--- config.mk ---
export PLATFORM = sky130hd
export DESIGN_NAME = axis_frame_fifo_flat
export DESIGN_NICKNAME = d
export VERILOG_FILES = /design/src/rtl/axis_frame_fifo_pkg.sv /design/src/rtl/axis_frame_fifo_if.sv /design/src/rtl/axis_frame_fifo_ram.sv /design/src/rtl/axis_frame_fifo.sv /design/src/flat_wrapper.sv
export SDC_FILE = /design/constraint.sdc
export NUM_CORES = 1
export LEC_CHECK = 0
export CORE_MARGIN = 2
export CORE_UTILIZATION = 60
export DETAILED_ROUTE_END_ITERATION = 7
export HOLD_SLACK_MARGIN = 0.03
export PLACE_DENSITY = 0.79
export SYNTH_ARGS = -nofsm -noshare
export SYNTH_HDL_FRONTEND = slang
export SYNTH_HIERARCHICAL = 1
export SYNTH_SLANG_ARGS = --single-unit
--- constraint.sdc ---
create_clock -name clk -period 3.64 [get_ports clk]
set_input_delay 0.364 -clock clk [delete_from_list [all_inputs] [get_ports clk]]
set_output_delay 0.364 -clock clk [all_outputs]
set_load 0.03 [all_outputs]
--- src/rtl/axis_frame_fifo_pkg.sv ---
// axis_frame_fifo_pkg: shared AXI-Stream FIFO definitions.
// Holds the pointer sizing helper and the frame commit events.
package axis_frame_fifo_pkg;

  // Two sideband bits ride with each beat: {tuser, tlast}.
  localparam int SIDE_W = 2;

  // What happened to the frame whose last beat came in this cycle.
  typedef enum logic [1:0] {
    EV_NONE,
    EV_GOOD,
    EV_BAD,
    EV_OVF
  } frame_ev_t;

  // Pointers carry one extra wrap bit so that full and empty
  // can be told apart.
  function automatic int ptr_width(input int aw);
    return aw + 1;
  endfunction

endpackage

--- src/rtl/axis_frame_fifo_if.sv ---
// axis_frame_fifo_if: AXI-Stream beat bundle.
// The master drives tdata/tvalid/tlast/tuser. The slave drives tready.
interface axis_frame_fifo_if #(
  parameter int DATA_WIDTH = 8
);

  logic [DATA_WIDTH-1:0] tdata;
  logic                  tvalid;
  logic                  tready;
  logic                  tlast;
  logic                  tuser;

  modport master (
    output tdata,
    output tvalid,
    output tlast,
    output tuser,
    input  tready
  );

  modport slave (
    input  tdata,
    input  tvalid,
    input  tlast,
    input  tuser,
    output tready
  );

endinterface

--- src/rtl/axis_frame_fifo_ram.sv ---
// axis_frame_fifo_ram: simple dual-port RAM, one write port, one sync read.
// Ports: clk, rst_n (clears only the read register), we/wa/wd, re/ra/rd.
module axis_frame_fifo_ram #(
  parameter int WIDTH      = 10,
  parameter int ADDR_WIDTH = 4
) (
  input  logic                  clk,
  input  logic                  rst_n,
  input  logic                  we,
  input  logic [ADDR_WIDTH-1:0] wa,
  input  logic [WIDTH-1:0]      wd,
  input  logic                  re,
  input  logic [ADDR_WIDTH-1:0] ra,
  output logic [WIDTH-1:0]      rd
);

  logic [WIDTH-1:0] mem [0:(1 << ADDR_WIDTH)-1];

  always_ff @(posedge clk) begin
    if (we) begin
      mem[wa] <= wd;
    end
  end

  // The read register doubles as the FIFO output register.
  always_ff @(posedge clk) begin
    if (!rst_n) begin
      rd <= '0;
    end else if (re) begin
      rd <= mem[ra];
    end
  end

endmodule

--- src/rtl/axis_frame_fifo.sv ---
// axis_frame_fifo: single-clock AXI-Stream FIFO, optional store-and-forward.
// Ports: clk, rst_n, input_axis (slave), output_axis (master), status_*.
module axis_frame_fifo
  import axis_frame_fifo_pkg::*;
#(
  parameter int DATA_WIDTH     = 8,
  parameter int ADDR_WIDTH     = 4,
  parameter int USER_ENABLE    = 1,
  parameter int FRAME_MODE     = 0,
  parameter int DROP_BAD_FRAME = 0
) (
  input  logic                  clk,
  input  logic                  rst_n,
  axis_frame_fifo_if.slave      input_axis,
  axis_frame_fifo_if.master     output_axis,
  output logic [ADDR_WIDTH:0]   status_count,
  output logic                  status_overflow,
  output logic                  status_bad_frame,
  output logic                  status_good_frame
);

  localparam int PW = ptr_width(ADDR_WIDTH);
  localparam int RW = DATA_WIDTH + SIDE_W;
  localparam logic [PW-1:0] DEPTH = PW'(1 << ADDR_WIDTH);

  logic [PW-1:0] wr_ptr;
  logic [PW-1:0] wr_commit;
  logic [PW-1:0] rd_ptr;
  logic [PW-1:0] wr_ptr_nx;
  logic [PW-1:0] commit_nx;
  logic [PW-1:0] used;
  logic          drop;
  logic          drop_nx;
  logic          drop_now;
  logic          full;
  logic          empty;
  logic          accept;
  logic          bad_drop;
  logic          user_in;
  logic          ram_we;
  logic          rd_en;
  logic          out_valid;
  logic [RW-1:0] ram_wd;
  logic [RW-1:0] ram_rd;
  frame_ev_t     ev;

  assign used  = wr_ptr - rd_ptr;
  assign full  = (used == DEPTH);
  assign empty = (rd_ptr ==
                  ((FRAME_MODE != 0) ? wr_commit : wr_ptr));

  // A beat offered while full starts (or continues) a drop at once,
  // so the oversize frame is swallowed without stalling the source.
  assign drop_now = (FRAME_MODE != 0) &&
                    (drop || (input_axis.tvalid && full));

  assign input_axis.tready = rst_n && (!full || drop_now);
  assign accept = input_axis.tvalid && input_axis.tready;

  assign user_in  = (USER_ENABLE != 0) && input_axis.tuser;
  assign bad_drop = (DROP_BAD_FRAME != 0) && input_axis.tuser;
  assign ram_wd   = {user_in, input_axis.tlast, input_axis.tdata};

  always_comb begin
    wr_ptr_nx = wr_ptr;
    commit_nx = wr_commit;
    drop_nx   = drop;
    ev        = EV_NONE;
    ram_we    = 1'b0;
    if (FRAME_MODE == 0) begin
      ram_we = accept;
      if (accept) begin
        wr_ptr_nx = wr_ptr + 1'b1;
      end
    end else if (accept && drop_now) begin
      // Discard the partial frame; stay in drop until its tlast.
      wr_ptr_nx = wr_commit;
      drop_nx   = !input_axis.tlast;
      if (input_axis.tlast) begin
        ev = EV_OVF;
      end
    end else if (accept) begin
      ram_we = 1'b1;
      if (!input_axis.tlast) begin
        wr_ptr_nx = wr_ptr + 1'b1;
      end else if (bad_drop) begin
        wr_ptr_nx = wr_commit;
        ev        = EV_BAD;
      end else begin
        wr_ptr_nx = wr_ptr + 1'b1;
        commit_nx = wr_ptr + 1'b1;
        ev        = EV_GOOD;
      end
    end
  end

  assign rd_en = !empty && (!out_valid || output_axis.tready);

  always_ff @(posedge clk) begin
    if (!rst_n) begin
      wr_ptr            <= '0;
      wr_commit         <= '0;
      rd_ptr            <= '0;
      drop              <= 1'b0;
      out_valid         <= 1'b0;
      status_overflow   <= 1'b0;
      status_bad_frame  <= 1'b0;
      status_good_frame <= 1'b0;
    end else begin
      wr_ptr            <= wr_ptr_nx;
      wr_commit         <= commit_nx;
      drop              <= drop_nx;
      status_overflow   <= (ev == EV_OVF);
      status_bad_frame  <= (ev == EV_BAD);
      status_good_frame <= (ev == EV_GOOD);
      if (rd_en) begin
        rd_ptr    <= rd_ptr + 1'b1;
        out_valid <= 1'b1;
      end else if (output_axis.tready) begin
        out_valid <= 1'b0;
      end
    end
  end

  axis_frame_fifo_ram #(
    .WIDTH      (RW),
    .ADDR_WIDTH (ADDR_WIDTH)
  ) u_ram (
    .clk   (clk),
    .rst_n (rst_n),
    .we    (ram_we),
    .wa    (wr_ptr[ADDR_WIDTH-1:0]),
    .wd    (ram_wd),
    .re    (rd_en),
    .ra    (rd_ptr[ADDR_WIDTH-1:0]),
    .rd    (ram_rd)
  );

  assign output_axis.tvalid = out_valid;
  assign output_axis.tdata  = ram_rd[DATA_WIDTH-1:0];
  assign output_axis.tlast  = ram_rd[DATA_WIDTH];
  assign output_axis.tuser  = (USER_ENABLE != 0) && ram_rd[DATA_WIDTH+1];

  assign status_count = used;

endmodule

--- src/flat_wrapper.sv ---
// flat-port wrapper written by rule: the top's interface ports become plain ports
module axis_frame_fifo_flat import axis_frame_fifo_pkg::*;
#(
  parameter int DATA_WIDTH     = 8,
  parameter int ADDR_WIDTH     = 4,
  parameter int USER_ENABLE    = 1,
  parameter int FRAME_MODE     = 0,
  parameter int DROP_BAD_FRAME = 0
)
  (clk, rst_n, status_count, status_overflow, status_bad_frame, status_good_frame, input_axis_tdata, input_axis_tvalid, input_axis_tlast, input_axis_tuser, input_axis_tready, output_axis_tdata, output_axis_tvalid, output_axis_tlast, output_axis_tuser, output_axis_tready);
  axis_frame_fifo_if #(.DATA_WIDTH(DATA_WIDTH)) input_axis_i ();
  axis_frame_fifo_if #(.DATA_WIDTH(DATA_WIDTH)) output_axis_i ();
  input  logic clk;
  input  logic rst_n;
  output logic [ADDR_WIDTH:0] status_count;
  output logic status_overflow;
  output logic status_bad_frame;
  output logic status_good_frame;
  input wire logic [$bits(input_axis_i.tdata)-1:0] input_axis_tdata;
  input wire logic [$bits(input_axis_i.tvalid)-1:0] input_axis_tvalid;
  input wire logic [$bits(input_axis_i.tlast)-1:0] input_axis_tlast;
  input wire logic [$bits(input_axis_i.tuser)-1:0] input_axis_tuser;
  output wire logic [$bits(input_axis_i.tready)-1:0] input_axis_tready;
  output wire logic [$bits(output_axis_i.tdata)-1:0] output_axis_tdata;
  output wire logic [$bits(output_axis_i.tvalid)-1:0] output_axis_tvalid;
  output wire logic [$bits(output_axis_i.tlast)-1:0] output_axis_tlast;
  output wire logic [$bits(output_axis_i.tuser)-1:0] output_axis_tuser;
  input wire logic [$bits(output_axis_i.tready)-1:0] output_axis_tready;
  assign input_axis_i.tdata = input_axis_tdata;
  assign input_axis_i.tvalid = input_axis_tvalid;
  assign input_axis_i.tlast = input_axis_tlast;
  assign input_axis_i.tuser = input_axis_tuser;
  assign input_axis_tready = input_axis_i.tready;
  assign output_axis_tdata = output_axis_i.tdata;
  assign output_axis_tvalid = output_axis_i.tvalid;
  assign output_axis_tlast = output_axis_i.tlast;
  assign output_axis_tuser = output_axis_i.tuser;
  assign output_axis_i.tready = output_axis_tready;
  axis_frame_fifo #(.DATA_WIDTH(DATA_WIDTH), .ADDR_WIDTH(ADDR_WIDTH), .USER_ENABLE(USER_ENABLE), .FRAME_MODE(FRAME_MODE), .DROP_BAD_FRAME(DROP_BAD_FRAME)) u_core (.clk(clk), .rst_n(rst_n), .input_axis(input_axis_i), .output_axis(output_axis_i), .status_count(status_count), .status_overflow(status_overflow), .status_bad_frame(status_bad_frame), .status_good_frame(status_good_frame));
endmodule
==> impl_metrics.yaml <==
place:
  io_buffer_count: 30
  dp_hpwl_um: 9350
  gp_congestion: 0.855
  dp_cells: 647
route:
  post_drt_wl_per_cell_um: 21.8
  avgViaCountPerCell: 6.03
  first_pass_iters: 5
  drc: 0
  antenna_left: 0
  drt_iter0_markers: 409
  via_count: 4096
  wirelength_um: 14800
min_path:
  hp-class: "reg2reg"
  holdPathEnd: "u_core/u_ram/rd[3]"
  hp-start: "u_core/u_ram/rd[3]"
  hold_depth: 2
worst_setup_path:
  cp_data_required_time_ns: 3.68
  slowest_stage: "nor2_1"
  crit_arrival_ns: 3.49
  max_stage_delay_ns: 0.69
  r2r_cells: 8
  timing.rr.start: "u_core/wr_ptr[2]"
  cp_max_fo: 10
  setup.worst_path.start_class: "flip-flop"
  reg2reg_slack_ns: 0.19
  r2r-end: "u_core/u_ram/mem[2][6]"
  crit_chain: "ha_1 > and3b_1 > o21ai_0 > a2111oi_4 > nor2b_2 > and2_1 > or3b_1 > nor2_1"
  crit_path_end_kind: "flip-flop"
  cp_top_family: "simple AND/OR/NAND/NOR gates"
  critPathKind: "reg2reg"
  critPathBufInv: 0
global_route:
  grtUsageMet2_pct: 38.1
  grt_usage_pct: 23.7
  grt_use_met1_pct: 32.0
  grt_pass1_vias: 3965
  met3_usage_pct: 5.64
  grt_pass1_wl_um: 22300
  antenna_found_initial: 0
  grt_overflow: 0
  grt_max_degree: 66
  top_usage_layer: "met2"
timing:
  finalMaxSlewViolations: 0
  finalHoldViolCount: 0
  clock_skew_ns: 0.0103
  max_slew_margin_pct: 26.5
  holdWs_ns: 0.458
  fmax_mhz: 290
  rsz0062_at_grt: "yes"
  fin_crit_sh_pct: 94.7
  finalSetupViolCount: 0
  fin_crit_ns: 3.45
  tightest_slew_ns: 1.10
die:
  ios: 34
  core-area_sq_um: 12000
  rows: 40
  die_area_sq_um: 13200
  initial_core_util_pct: 61.4
  die_h_um: 115
  fp.dieW_um: 115
synthesis:
  synthSimpleGateAreaFrac_pct: 7.77
  netlist_instances: 473
  ys_ff_latch: 181
  yosys_warnings: 6
  synth_top_family_by_area: "multiplexers"
  syn_area_sq_um: 7370
  synth-edff-count: 160
  synth_cell_types: 41
  syn_area_per_cell_sq_um: 15.6
  async_flop_share_pct: 0
  synth_flop_cell: "edfxtp_1"
  seq_area_frac_synth_pct: 70.9
  synthMuxAreaShare_pct: 11.1
  yosys.area_share.adder_pct: 1.29
  synth_xor_area_share_pct: 0.832
  synth-compound-area-share_pct: 5.16
layout:
  nNetsFinal: 540
  n_antenna_cell: 0
  final_cells: 679
  synthToLayoutAreaGrowth_pct: 14.5
  drive_above_1_share_pct: 9.96
cts:
  cts_tree: "yes"
  clk_latency_ns: 0.43
  cts_root_buffer: "clkbuf_16"
  cts_buffers: 17
  ctsHoldBuffers: 0
  clkTransAtPathRegs_ns: 0.06
  cts.sinks: 181
  clock_path_buffers: 2
  cts_max_level: 4
pwr:
  powerDensity_nw_per_um2: 643
  leakage_nw: 2.69
  peakVddDrop_v: 0.000661
status:
  status: "finished clean"
flow_run:
  drv_cap: 0
-- metrics by stage --
step / util (%) / area, sq um / power, W / worst slack, ns / setup TNS (ns)
floorplan: - / 7380 / 0.00314 / 0.0819 / 0
global placement: 65.0 / 7810 / 0.00353 / 0.344 / 0
detailed placement: 65.0 / 7810 / 0.00356 / 0.235 / 0
CTS: 70.3 / 8440 / 0.00545 / 0.0162 / 0
global route: 70.3 / 8440 / 0.00564 / -0.0484 / -0.845
finish: 70.3 / 8440 / 0.00543 / 0.194 / 0
-- cells in the final DEF (no fill, tap or decap), types with 15 or more instances in the layout --
cell,count
dfxtp_1,20
nor2_1,15
clkbuf_16,19
clkdlybuf4s50_1,29
buf_4,17
a22oi_1,30
nand2_1,29
mux2i_1,82
nand3_1,33
edfxtp_1,160
-- synth_stat cells (3+ instances only) --
library cell | n | area (sq um)
o21ai_1 | 3 | 15.0
mux2i_1 | 82 | 821
buf_12 | 3 | 60.1
or3_1 | 4 | 25.0
a21oi_1 | 14 | 70.1
a21boi_1 | 3 | 22.5
inv_1 | 6 | 22.5
clkbuf_1 | 7 | 26.3
dfxtp_1 | 21 | 420
nand4_1 | 4 | 25.0
ha_1 | 6 | 75.1
a22oi_1 | 30 | 225
nor3_1 | 4 | 20.0
xor2_1 | 3 | 26.3
buf_4 | 4 | 30.0
nand3_1 | 33 | 165
nor2b_1 | 6 | 37.5
nor2_1 | 15 | 56.3
and2_1 | 7 | 43.8
edfxtp_1 | 160 | 4800
buf_6 | 4 | 45.0
nand2_1 | 29 | 109
xnor2_1 | 4 | 35.0
-- per-layer routing --
layer / wire length, um / part of all wire (%)
met4: 316 / 2.1
met3: 831 / 5.6
met2: 7270 / 49
met1: 6390 / 43
met5: 0 / 0
-- power by group --
part	internal, W	switching (W)
Sequential	0.00235	0.0000339
Combinational	0.000435	0.000711
Clock	0.00116	0.000740
Total	0.00395	0.00148
-- worst max path at each step --
stage                                    to  cells after the start        startpoint  slack (ns)
floorplan           u_core/u_ram/mem[12][0]                     11  u_core/wr_ptr[0]        0.08
global placement     u_core/u_ram/mem[2][9]                      8  u_core/wr_ptr[2]        0.34
detailed placement   u_core/u_ram/mem[2][6]                     11  u_core/wr_ptr[0]        0.23
CTS                       input_axis_tready                     10  u_core/wr_ptr[0]        0.02
global route         u_core/u_ram/mem[2][6]                      8  u_core/wr_ptr[2]       -0.05
finish               u_core/u_ram/mem[2][6]                      8  u_core/wr_ptr[2]        0.19
-- flip-flops by register name, indices dropped and copies added (netlist names) --
| signal | cells |
|---|---|
| u_core/output_axis.tvalid | 1 |
| u_core/rd_ptr | 5 |
| u_core/wr_ptr | 5 |
| u_core/u_ram/mem | 160 |
| u_core/u_ram/rd | 10 |
-- worst reg2reg max path, cell delays in order (launching register included) --
cell,delay [ns]
dfxtp_1,0.45
ha_1,0.34
and3b_1,0.23
o21ai_0,0.33
a2111oi_4,0.15
nor2b_2,0.20
and2_1,0.21
or3b_1,0.47
nor2_1,0.69
-- cell type report --
type,instances,area [sq um]
Clock buffer,21,483
Clock inverter,11,148
Fill cell,769,3570
Inverter,6,22.5
Multi-Input combinational cell,266,1950
Sequential cell,181,5230
Tap cell,147,184
Timing Repair Buffer,47,430
-- cell families (layout without fill, tap and decap cells) --
family | Yosys count | count (layout)
xor gates and xnor gates | 7 | 7
AOI/OAI and AO/OA | 54 | 54
other | 1 | 3
buffers and inverters | 28 | 85
adders and majority gates | 7 | 7
muxes | 82 | 82
DFF | 181 | 181
and+or+nand+nor | 113 | 113
-- timing repair --
action | in CTS | in global routing
gates resized for setup | 0 | 1
setup endpoints to repair | 0 | 21
setup buffers | 0 | 0
Note: power is estimated with default switching activity, not from simulation.
